### config.mk
export PLATFORM = sky130hd
export DESIGN_NAME = icache_response_router_flat
export DESIGN_NICKNAME = d
export VERILOG_FILES = /design/src/rtl/icache_response_router_if.sv /design/src/rtl/icache_response_router.sv /design/src/flat_wrapper.sv
export SDC_FILE = /design/constraint.sdc
export NUM_CORES = 1
export LEC_CHECK = 0
export BUFFER_PORTS_ARGS = -buffer_cell sky130_fd_sc_hd__buf_4
export CAP_MARGIN = 30
export CORE_MARGIN = 3
export CORE_UTILIZATION = 50
export DETAILED_ROUTE_END_ITERATION = 8
export PLACE_DENSITY = 0.9
export SYNTH_ARGS = -nofsm -noshare
export SYNTH_HDL_FRONTEND = slang
export SYNTH_SLANG_ARGS = --single-unit
### constraint.sdc
create_clock -name clk -period 2.6 [get_ports clk]
set_input_delay 0.26 -clock clk [delete_from_list [all_inputs] [get_ports clk]]
set_output_delay 0.26 -clock clk [all_outputs]
set_load 0.02 [all_outputs]
### src/rtl/icache_response_router_if.sv
// Handshake bundle between the request side, the instruction cache and the
// response router: tag capture inputs, cache return inputs and broadcast outputs.
interface icache_response_router_if #(
    parameter int DEPTH = 4
);
    localparam int CW = $clog2(DEPTH) + 1;

    logic [4:0]    selectLine;
    logic          reqIssue;
    logic          reqReady;
    logic          cacheValid;
    logic [31:0]   cacheData;
    logic [31:0]   respData;
    logic [31:0]   respValid;
    logic [CW-1:0] outstanding;
    logic          respError;

    modport master (
        output selectLine, reqIssue, cacheValid, cacheData,
        input  reqReady, respData, respValid, outstanding, respError
    );

    modport slave (
        input  selectLine, reqIssue, cacheValid, cacheData,
        output reqReady, respData, respValid, outstanding, respError
    );
endinterface

### src/rtl/icache_response_router.sv
// In-order tag FIFO routing icache return words to the owning thread processor.
// Optional ICACHE_RESP_ERR_EN enables the sticky spurious-response flag.
module icache_response_router #(
    parameter int DEPTH = 4
) (
    input logic                     clk,
    input logic                     reset,
    icache_response_router_if.slave bus
);
    localparam int PW = $clog2(DEPTH);
    localparam int CW = PW + 1;

    typedef enum logic [1:0] {
        EMPTY   = 2'd0,
        PARTIAL = 2'd1,
        FULL    = 2'd2
    } state_t;

    state_t        state;
    state_t        state_n;
    logic [4:0]    tags [DEPTH];
    logic [PW-1:0] wr_ptr;
    logic [PW-1:0] rd_ptr;
    logic [CW-1:0] count;
    logic          push;
    logic          pop;
    logic [31:0]   resp_valid_q;
    logic [31:0]   resp_data_q;

    // A return with nothing held is dropped; no bypass from a same-cycle push.
    assign push = bus.reqIssue && (state != FULL);
    assign pop  = bus.cacheValid && (state != EMPTY);

    always_comb begin
        state_n = state;
        unique case (state)
            EMPTY: begin
                if (push) state_n = PARTIAL;
            end
            PARTIAL: begin
                if (push && !pop && count == CW'(DEPTH - 1))
                    state_n = FULL;
                else if (pop && !push && count == CW'(1))
                    state_n = EMPTY;
            end
            FULL: begin
                if (pop) state_n = PARTIAL;
            end
            default: state_n = EMPTY;
        endcase
    end

    always_ff @(posedge clk or posedge reset) begin
        if (reset) begin
            state  <= EMPTY;
            count  <= '0;
            wr_ptr <= '0;
            rd_ptr <= '0;
        end else begin
            state <= state_n;
            if (push) wr_ptr <= wr_ptr + PW'(1);
            if (pop)  rd_ptr <= rd_ptr + PW'(1);
            case ({push, pop})
                2'b10:   count <= count + CW'(1);
                2'b01:   count <= count - CW'(1);
                default: count <= count;
            endcase
        end
    end

    always_ff @(posedge clk) begin
        if (push) tags[wr_ptr] <= bus.selectLine;
    end

    always_ff @(posedge clk or posedge reset) begin
        if (reset) begin
            resp_valid_q <= '0;
            resp_data_q  <= '0;
        end else if (pop) begin
            resp_valid_q <= 32'd1 << tags[rd_ptr];
            resp_data_q  <= bus.cacheData;
        end else begin
            resp_valid_q <= '0;
            resp_data_q  <= '0;
        end
    end

    assign bus.respValid   = resp_valid_q;
    assign bus.respData    = resp_data_q;
    assign bus.reqReady    = (state != FULL);
    assign bus.outstanding = count;

`ifdef ICACHE_RESP_ERR_EN
    logic err_q;

    always_ff @(posedge clk or posedge reset) begin
        if (reset)
            err_q <= 1'b0;
        else if (bus.cacheValid && state == EMPTY)
            err_q <= 1'b1;
    end

    assign bus.respError = err_q;
`else
    assign bus.respError = 1'b0;
`endif
endmodule

### src/flat_wrapper.sv
// flat-port wrapper written by rule: the top's interface ports become plain ports
module icache_response_router_flat 
#(
    parameter int DEPTH = 4
)
  (clk, reset, bus_selectLine, bus_reqIssue, bus_cacheValid, bus_cacheData, bus_reqReady, bus_respData, bus_respValid, bus_outstanding, bus_respError);
  icache_response_router_if #(.DEPTH(DEPTH)) bus_i ();
  input logic clk;
  input logic reset;
  input wire logic [$bits(bus_i.selectLine)-1:0] bus_selectLine;
  input wire logic [$bits(bus_i.reqIssue)-1:0] bus_reqIssue;
  input wire logic [$bits(bus_i.cacheValid)-1:0] bus_cacheValid;
  input wire logic [$bits(bus_i.cacheData)-1:0] bus_cacheData;
  output wire logic [$bits(bus_i.reqReady)-1:0] bus_reqReady;
  output wire logic [$bits(bus_i.respData)-1:0] bus_respData;
  output wire logic [$bits(bus_i.respValid)-1:0] bus_respValid;
  output wire logic [$bits(bus_i.outstanding)-1:0] bus_outstanding;
  output wire logic [$bits(bus_i.respError)-1:0] bus_respError;
  assign bus_i.selectLine = bus_selectLine;
  assign bus_i.reqIssue = bus_reqIssue;
  assign bus_i.cacheValid = bus_cacheValid;
  assign bus_i.cacheData = bus_cacheData;
  assign bus_reqReady = bus_i.reqReady;
  assign bus_respData = bus_i.respData;
  assign bus_respValid = bus_i.respValid;
  assign bus_outstanding = bus_i.outstanding;
  assign bus_respError = bus_i.respError;
  icache_response_router #(.DEPTH(DEPTH)) u_core (.clk(clk), .reset(reset), .bus(bus_i));
endmodule
==> impl_results.md <==
- Final WL: 6544 um
- Post-synthesis instance area: 3366 sq um
- Setup TNS: 0 ps
- Area growth from synthesis to layout: 33.23%
- CP bufs+invs: 0
- Via/cell ratio: 4.934
- Seq pwr share: 44.8%
- CP max stage delay: 630 ps
- Comb pwr share: 30.0%
- Min cycle time layout: 1948 ps
- DRT iter0 DRCs: 66
- Max Freq: 513.3 MHz
- Worst setup SP type: flip-flop
- Largest net degree at the start of global routing: 74
- Most frequent cell after synthesis: dfrtp_1
- Remaining DRCs: 0
- Met3 routed WL: 457 um
- RSZ-0062 raised after global routing: no
- GRT Util Overall: 17.81%
- Drt wl/cell: 15.33 um
- Die Height: 88.05 um
- Total power: 4.184 mW
- RR Endpoint: u_core.bus.respValid[0]
- Synth area leaders: dfrtp_1 (54%), edfxtp_1 (18%), and2_1 (5.9%)
- H-tree levels: 3
- Maxcap violations: 0
- Port Buffer Count: 108
- Layout cells sized above 1: 38.86%
- Req. time, crit path: 2880 ps
- Worst path cell trace: mux4_2, or4_4, nor2_1
- Worst Skew: 11.22 ps
- Worst hold path type: in -> reg
- CTS Buf Count: 9
- Final setup viols: 0
- Clk_lat worst skew: 350 ps
- Initial antenna violation count: 0
- # clock sinks: 93
- Clk pwr share: 25.2%
- Leak: 2.233 nW
- Cell-internal power: 2.823 mW
- EDFF count, synth: 20
- CTS tree: yes
- Max-slew violations: 0
- Crit path DAT: 2230 ps
- Number of synthesized register bits: 93
- Hold Crit Start: bus_cacheData[7]
- Reg-to-Reg Start: u_core.rd_ptr[0]
- CTS Root Cell: clkbuf_8
- Final GP Congestion: 0.7227
- Reg2reg setup slack: 650 ps
- Router iterations before antenna repair: 4
- Vias: 2107
- Worst setup slack after placement: 661.9 ps
- DP HPWL: 4711 um
- Pwr Density: 933.1 nW/um^2
- GR Overflow Total: 0
- Crit-path slowest cell: mux4_2
- Mean Syn Cell Area: 14.45 sq um
- Clock tree buffer depth: 2
- Yosys warning total: 0
- Clock Pin Slew Worst Setup and Hold Paths: 90 ps
- Synth cell types: 31
- R2R cell count: 3
- Syn Inst Count: 233
- Synth top area share: 54.28%
- Psw: 1.361 mW
- Critical path class: reg -> reg
- Outcome: complete, no violations
- Synth area leader: dfrtp_1
- DR WL met2: 3493 um
- Tcrit/Tclk final: 74.92%
- Switching share of power: 32.54%
- CP top delay family: simple AND/OR/NAND/NOR gates
- Most instantiated cells after synthesis: dfrtp_1 (73), nor2_1 (33), and2_1 (32)
- Worst setup margin: 652.0 ps
- Critical Path Sink Type: flip-flop
- DR top layer: met4
- Area of the core: 6422 sq um
- Antenna cells: 0
- Io pins: 110
- Hold Path Depth: 2
- Hold EP: u_core.bus.respData[7]
- Top_reg_cell synth: dfrtp_1
- Met1 WL: 2523 um
- Worst Path Max Fanout: 8
- First-pass GRT wire length: 10170 um
- Final Hold Viols: 0
- Die area: 7752 sq um
- Routed Antenna Nets: 0
- Die X: 88.05 um
- Post-synth ARST share: 78.49%
- Post-CTS Resized: 0
- Vias in the first global route: 2140
- Initial Util: 52.41%
- # nets final: 396
- FP Rows: 29
- Syn Nets: 284
- Max VDD drop: 656.0 uV
- Post-synthesis sequential area ratio: 72.12%
- Fill count: 437
## timing repair
action	4_1_cts	5_1_grt
setup endpoints to repair	0	0
hold buffers	1	0
setup buffers	0	0
endpoints found under the hold margin	69	0
## how the worst max path moves through the flow
| stage | start | endpoint | slack, ps | cells after the start |
|---|---|---|---|---|
| floorplan | reset | u_core.bus.outstanding[0] | 490 | 1 |
| detailed placement | u_core.rd_ptr[0] | u_core.bus.respValid[2] | 660 | 3 |
| global placement | u_core.rd_ptr[0] | u_core.bus.respValid[9] | 740 | 3 |
| finish | u_core.rd_ptr[0] | u_core.bus.respValid[0] | 650 | 3 |
| global route | u_core.rd_ptr[0] | u_core.bus.respValid[16] | 550 | 3 |
| CTS | u_core.rd_ptr[0] | u_core.bus.respValid[16] | 620 | 3 |
## final cells by class
class                           count  area (sq um)  share of cell area [%]
Clock buffer                        9         123.9                   2.762
Clock inverter                      7         96.34                   2.148
Inverter                            9         33.78                  0.7533
Multi-Input combinational cell    120         850.8                   18.97
Sequential cell                    93          2427                   54.13
Tap cell                           77         96.34                   2.148
Timing Repair Buffer              112         855.8                   19.08
## worst reg2reg max path: cells and delay by family (launching register included)
kind | cells | cell delay, ps
simple gates | 2 | 700
mux | 1 | 640
flops | 1 | 540
## per-stage QoR
stage	util (%)	cells	cell area [sq um]	hold WS [ps]
final	69.82	427	4484	102.5
after global routing	69.82	427	4484	78.62
after CTS	69.82	427	4484	88.38
after detailed placement	66.24	410	4254	379.1
after global placement	66.24	410	4254	369.0
after floorplan	-	233	3366	358.9
## power by group through the flow
stage	clock network [mW]	registers [mW]	logic [mW]
finish	1.05	1.87	1.26
global placement	0	1.90	1.21
floorplan	0	2.03	0.705
global route	1.14	1.90	1.39
CTS	1.07	1.88	1.27
detailed placement	0	1.91	1.26
## registers in the layout, summed over array words and instances, names as in the netlist
| register | flops |
|---|---|
| u_core.rd_ptr | 2 |
| u_core.bus.respValid | 32 |
| u_core.tags | 20 |
| u_core.bus.respData | 32 |
| u_core.wr_ptr | 2 |
| u_core.bus.outstanding | 3 |
| u_core.state | 2 |
## kinds of logic (layout without fill, tap and decap cells)
family	count (synthesis)	after routing	synth area share [%]
AO/OA/AOI/OAI	9	9	1.413
XOR/XNOR	5	5	1.301
adder cells (fa/ha/maj)	10	10	3.717
buffers and inverters	20	137	2.602
flip-flops	93	93	72.12
multiplexers	6	6	3.866
other	1	1	0.1114
AND/OR/NAND/NOR	89	89	14.87
## metal layers
metal | track usage, % | vias to the layer above
met2 | 30.75 | 69
met3 | 6.115 | 7
met1 | 20.95 | 1042
met4 | 5.907 | 0
met5 | 0 | -
li1 | - | 989
## layout by cell type, fill, tap and decap left out, drive strengths merged
master,instances
conb,1
or4b,3
o21ai,5
clkinvlp,1
a21oi,2
clkinv,1
mux4,5
xnor2,5
or2,1
nand3b,1
and2,32
nand3,2
nor2,33
edfxtp,20
a31oi,1
nand4b,4
dlygate4sd3,1
and3,4
clkbuf,9
bufinv,2
dfrtp,73
o22ai,1
mux2i,1
nand2b,3
nand4,1
or4,1
inv,12
buf,111
ha,10
nand2,4
Note: power is estimated with default switching activity, not from simulation.
